`src/rtl/sdu_uart_rx.sv`:
```
// 8N1 UART receiver with 16x oversampling and a one-byte valid/ready holding register.
// Optional even-parity frame check when SDU_UART_PARITY_EN is defined.
module sdu_uart_rx #(
    parameter int CLK_FREQ = 100_000_000,
    parameter int BAUD     = 115200,
    parameter int OVS      = 16
) (
    input  logic       clk,
    input  logic       rst,
    input  logic       rxd,
    output logic [7:0] dout,
    output logic       dout_vld,
    input  logic       dout_rdy,
    output logic       frame_err,
    output logic       overrun,
    input  logic       ovr_clr,
    output logic       busy
);

    localparam int DIV_RAW = (CLK_FREQ + (BAUD * OVS) / 2) / (BAUD * OVS);
    localparam int DIV     = (DIV_RAW < 1) ? 1 : DIV_RAW;
    localparam int DIV_W   = (DIV > 1) ? $clog2(DIV) : 1;
    localparam logic [DIV_W-1:0] DIV_MAX = DIV_W'(DIV - 1);
    localparam logic [3:0] OS_MID = 4'(OVS / 2 - 1);
    localparam logic [3:0] OS_BIT = 4'(OVS - 1);

    typedef enum logic [2:0] {
        S_IDLE, S_START, S_DATA, S_PARITY, S_STOP, S_WAIT_HI
    } state_t;

    state_t           state, state_n;
    logic [1:0]       sync;
    logic             rxd_q;
    logic [2:0]       vld_pipe;
    logic             rxd_s, fall;
    logic [DIV_W-1:0] div_cnt;
    logic             tick;
    logic [3:0]       os_cnt, os_cnt_n;
    logic [2:0]       bit_idx, bit_idx_n;
    logic [7:0]       shreg, shreg_n;
    logic             deliver, ferr_set;
`ifdef SDU_UART_PARITY_EN
    logic             par_bad, par_bad_n;
`endif

    // vld_pipe marks which history flops hold real line samples since reset, so the
    // reset value of 1 can never masquerade as the high side of a start edge.
    always_ff @(posedge clk) begin
        if (rst) begin
            sync     <= 2'b11;
            rxd_q    <= 1'b1;
            vld_pipe <= '0;
        end else begin
            sync     <= {sync[0], rxd};
            rxd_q    <= sync[1];
            vld_pipe <= {vld_pipe[1:0], 1'b1};
        end
    end

    assign rxd_s = sync[1];
    assign fall  = vld_pipe[2] & rxd_q & ~rxd_s;

    always_ff @(posedge clk) begin
        if (rst || state == S_IDLE)
            div_cnt <= '0;
        else if (div_cnt == DIV_MAX)
            div_cnt <= '0;
        else
            div_cnt <= div_cnt + 1'b1;
    end

    assign tick = (state != S_IDLE) && (div_cnt == DIV_MAX);

    always_ff @(posedge clk) begin
        if (rst) begin
            state   <= S_IDLE;
            os_cnt  <= '0;
            bit_idx <= '0;
            shreg   <= '0;
`ifdef SDU_UART_PARITY_EN
            par_bad <= 1'b0;
`endif
        end else begin
            state   <= state_n;
            os_cnt  <= os_cnt_n;
            bit_idx <= bit_idx_n;
            shreg   <= shreg_n;
`ifdef SDU_UART_PARITY_EN
            par_bad <= par_bad_n;
`endif
        end
    end

    always_comb begin
        state_n   = state;
        os_cnt_n  = os_cnt;
        bit_idx_n = bit_idx;
        shreg_n   = shreg;
        deliver   = 1'b0;
        ferr_set  = 1'b0;
`ifdef SDU_UART_PARITY_EN
        par_bad_n = par_bad;
`endif
        if (tick)
            os_cnt_n = os_cnt + 4'd1;
        case (state)
            S_IDLE: begin
                os_cnt_n = '0;
                if (fall)
                    state_n = S_START;
            end
            S_START: begin
                if (tick && os_cnt == OS_MID) begin
                    os_cnt_n  = '0;
                    bit_idx_n = '0;
`ifdef SDU_UART_PARITY_EN
                    par_bad_n = 1'b0;
`endif
                    state_n   = rxd_s ? S_IDLE : S_DATA;
                end
            end
            S_DATA: begin
                if (tick && os_cnt == OS_BIT) begin
                    os_cnt_n  = '0;
                    shreg_n   = {rxd_s, shreg[7:1]};
                    bit_idx_n = bit_idx + 3'd1;
                    if (bit_idx == 3'd7) begin
`ifdef SDU_UART_PARITY_EN
                        state_n = S_PARITY;
`else
                        state_n = S_STOP;
`endif
                    end
                end
            end
`ifdef SDU_UART_PARITY_EN
            S_PARITY: begin
                if (tick && os_cnt == OS_BIT) begin
                    os_cnt_n = '0;
                    state_n  = S_STOP;
                    if (^{shreg, rxd_s}) begin
                        ferr_set  = 1'b1;
                        par_bad_n = 1'b1;
                    end
                end
            end
`endif
            S_STOP: begin
                // Leave at the stop mid-point so a following start edge is not missed.
                if (tick && os_cnt == OS_BIT) begin
                    os_cnt_n = '0;
                    if (rxd_s) begin
                        state_n = S_IDLE;
`ifdef SDU_UART_PARITY_EN
                        deliver = !par_bad;
`else
                        deliver = 1'b1;
`endif
                    end else begin
                        ferr_set = 1'b1;
                        state_n  = S_WAIT_HI;
                    end
                end
            end
            S_WAIT_HI: begin
                os_cnt_n = '0;
                if (rxd_s)
                    state_n = S_IDLE;
            end
            default: state_n = S_IDLE;
        endcase
    end

    // A byte arriving while the holding register is still owned by the consumer is lost.
    always_ff @(posedge clk) begin
        if (rst) begin
            dout      <= '0;
            dout_vld  <= 1'b0;
            frame_err <= 1'b0;
            overrun   <= 1'b0;
        end else begin
            frame_err <= ferr_set;
            if (deliver && (!dout_vld || dout_rdy)) begin
                dout     <= shreg;
                dout_vld <= 1'b1;
            end else if (dout_vld && dout_rdy) begin
                dout_vld <= 1'b0;
            end
            if (ovr_clr)
                overrun <= 1'b0;
            else if (deliver && dout_vld && !dout_rdy)
                overrun <= 1'b1;
        end
    end

    assign busy = (state != S_IDLE);

endmodule
```
`config.mk`:
```
export PLATFORM = sky130hd
export DESIGN_NAME = sdu_uart_rx
export DESIGN_NICKNAME = d
export VERILOG_FILES = /design/src/rtl/sdu_uart_rx.sv
export SDC_FILE = /design/constraint.sdc
export NUM_CORES = 1
export LEC_CHECK = 0
export CAP_MARGIN = 20
export CORE_ASPECT_RATIO = 1.4
export CORE_MARGIN = 8
export CORE_UTILIZATION = 55
export CTS_CLUSTER_DIAMETER = 100
export DETAILED_ROUTE_END_ITERATION = 10
export PLACE_DENSITY = 0.77
export SETUP_SLACK_MARGIN = 0.02
export SKIP_CTS_REPAIR_TIMING = 1
export SYNTH_ARGS = -nofsm -noshare
export SYNTH_HDL_FRONTEND = slang
export SYNTH_SLANG_ARGS = --single-unit
```
`constraint.sdc`:
```
create_clock -name clk -period 2.1 [get_ports clk]
set_input_delay 0.42 -clock clk [delete_from_list [all_inputs] [get_ports clk]]
set_output_delay 0.42 -clock clk [all_outputs]
set_load 0.05 [all_outputs]
```
==> results of run 1 <==
-- synthesized netlist by cell type, types with 3 or more instances --
master and instances:
a21oi_1 15, buf_1 3, buf_2 4, clkbuf_1 3, dfxtp_1 41, ha_1 5, inv_1 5, mux2i_1 10
nand2_1 7, nand2b_1 3, nand3_1 11, nand3b_1 3, nand4_1 5, nor2_1 25, nor2b_1 5, nor4_1 3
o21ai_0 9, or2_2 3, xnor2_1 6
-- cell type report --
cell class	instances	area, um2
Inverter	5	18.8
Multi-Input combinational cell	142	976
Sequential cell	41	821
Fill cell	287	1150
Clock inverter	3	17.5
Clock buffer	5	68.8
Tap cell	40	50.0
Timing Repair Buffer	22	215
-- worst reg2reg max path, stage by stage (launching register included) --
cell	delay, ns
dfxtp_1	0.39
ha_1	0.25
nand4_1	0.30
o21ai_0	0.46
a21oi_1	0.14
a211o_1	0.32
-- per-stage QoR --
stage               total power (W)  cell area, um2  instances  hold slack (ns)
floorplan                   0.00106            1860        199            0.389
global placement            0.00117            2080        250            0.406
detailed placement          0.00118            2080        250            0.413
CTS                         0.00167            2160        258            0.436
global route                0.00174            2170        258            0.455
finish                      0.00168            2170        258            0.427
-- per-layer routing --
metal  wire length, um  part of all wire, %  global-route usage, %
met5                 0                    0                      0
met4               202                  4.7                   11.6
met3               207                  4.9                   4.61
met2              2230                   52                   28.3
met1              1620                   38                   15.0
-- final timing paths --
kind,from,endpoint,cells after the start
max,os_cnt[0],state[2],5
max reg2reg,os_cnt[0],state[2],5
min reg2reg,sync[0],sync[1],1
min,sync[0],sync[1],1
-- sequential cells by signal, indices dropped and copies added, names as in the netlist --
register   cells
rxd_q          1
sync           2
dout           8
shreg          8
frame_err      1
os_cnt         4
bit_idx        3
overrun        1
div_cnt        6
dout_vld       1
vld_pipe       3
state          3
-- kinds of logic (layout without fill, tap and decap cells) --
group                      Yosys count  in the layout  synth area share (%)
and+or+nand+nor                     82             82                  25.8
adders and majority gates            5              5                  3.36
muxes                               10             10                  5.37
buffers and inverters               16             35                  3.89
DFF                                 41             41                  44.0
xor gates and xnor gates             8              8                  3.76
AOI/OAI and AO/OA                   37             37                  13.8
-- report_power, final --
part / total [W] / internal, W / leakage [nW] / switching, W
Sequential: 0.000823 / 0.000800 / 0.332 / 0.0000225
Combinational: 0.000349 / 0.000144 / 0.362 / 0.000205
Clock: 0.000506 / 0.000229 / 0.0439 / 0.000276
==> results_dict.tcl, run 1 <==
set metrics [dict create \
    status "complete, no violations" \
    grt_pass1_vias 1589 \
    antenna_found_initial 0 \
    drt-total-wl_um 4260 \
    ys_warn_count 0 \
    worst_slew_pin_slew_ns 0.510 \
    dp_hpwl_um 3210 \
    dp_slack_ns 0.208 \
    cts.sinks 41 \
    clk_pin_slew_worst_paths_ns 0.08 \
    power_density_nw_per_um2 774 \
    yosysUniqueCellTypes 45 \
    synth_fp_nets 209 \
    final_cell_mix "dfxtp_1, nor2_1, a21oi_1, clkdlybuf4s50_1, nand3_1" \
    area_delta_synth_final_pct 16.2 \
    viasPerCell 5.94 \
    grt-ovfl-total 0 \
    rsz0062_at_grt "false" \
    synthCells 199 \
    arrival_ns 2.14 \
    port_buffers 16 \
    yosys.area.top_type "dfxtp_1" \
    gp_congestion 0.926 \
    drt_drc_violations_left 0 \
    grt_max_degree 14 \
    postSynthAreaPerCell_um2 9.37 \
    final-hold-violation-count 0 \
    peakVddDrop_mv 0.875 \
    vias 1533 \
    core-area_um2 3320 \
    drtAntennaViolNets 0 \
    critPathMaxFanout 5 \
    diodes 0 \
    cts-root-buf "clkbuf_8" \
    clk_latency_ns 0.30 \
    setup_viol 0 \
    hold_class "reg2reg" \
    skew_ns 0.00836 \
    final_common_cell "dfxtp_1" \
    cp-end-kind "flop" \
    setup_ws_ns 0.148 \
    critical_path_buf_inv_count 0 \
    cp_cell_sequence "ha_1 > nand4_1 > o21ai_0 > a21oi_1 > a211o_1" \
    maxSlewViolCount 0 \
    synthFlopType "dfxtp_1" \
    max_slew_margin_pct 65.7 \
    synth-edff-count 0 \
    critPathKind "reg2reg" \
    first_iter_violations 84 \
    wl_per_cell_um 16.5 \
    synthArstFlopShare_pct 0 \
    grt_pass1_wl_um 7000 \
    final_util_pct 65.4 \
    ff2ff_setup_slack_ns 0.15 \
    min_period_ns 1.95 \
    cap_viol_max_count 0 \
    die-area_um2 5530 \
    synth_area_leaders "dfxtp_1, mux2i_1, nor2_1, a21oi_1, ha_1" \
    cts_tree "yes" \
    drtPass1Iterations 5 \
    crit_path_start_kind "flop" \
    critPathMaxStageDelay_ns 0.46 \
    leakage_nw 0.738 \
    fin_crit_sh_pct 93.0 \
    critical_path.slowest_cell "o21ai_0" \
    tns_ns 0 \
    nets 227 \
    htreeDepth 2 \
    syn_area_um2 1860 \
    cp_top_family "compound AO/OA/AOI/OAI gates" \
    die_h_um 84.9 \
    synth_top_area_share_pct 44.0 \
    start_util_pct 56.2 \
    synth-seq-cells 41 \
    die_w_um 65.2 \
    worstPathRequired_ns 2.28 \
    drive_gt1_share_pct 12.4 \
    clockBufferDepth 2 \
    ios 17 \
    num_rows 25 \
    yosysSeqAreaShare_pct 44.0 \
    clock.fmax_mhz 512 \
    tritoncts.num_buffers 5 \
    grt_usage_pct 16.0 \
]
No activity file was read; power rests on OpenSTA's default activity.
==> inputs of run 2 (changes only) <==
--- a/config.mk
+++ b/config.mk
@@ -5,10 +5,12 @@
 export SDC_FILE = /design/constraint.sdc
 export NUM_CORES = 1
 export LEC_CHECK = 0
+export ABC_CLOCK_PERIOD_IN_PS = 2100
 export CAP_MARGIN = 20
 export CORE_ASPECT_RATIO = 1.4
 export CORE_MARGIN = 8
 export CORE_UTILIZATION = 55
+export CTS_BUF_LIST = sky130_fd_sc_hd__clkbuf_8
 export CTS_CLUSTER_DIAMETER = 100
 export DETAILED_ROUTE_END_ITERATION = 10
 export PLACE_DENSITY = 0.77
==> results of run 2 <==
The final DEF is identical to that of run 1; final timing and power are the same.
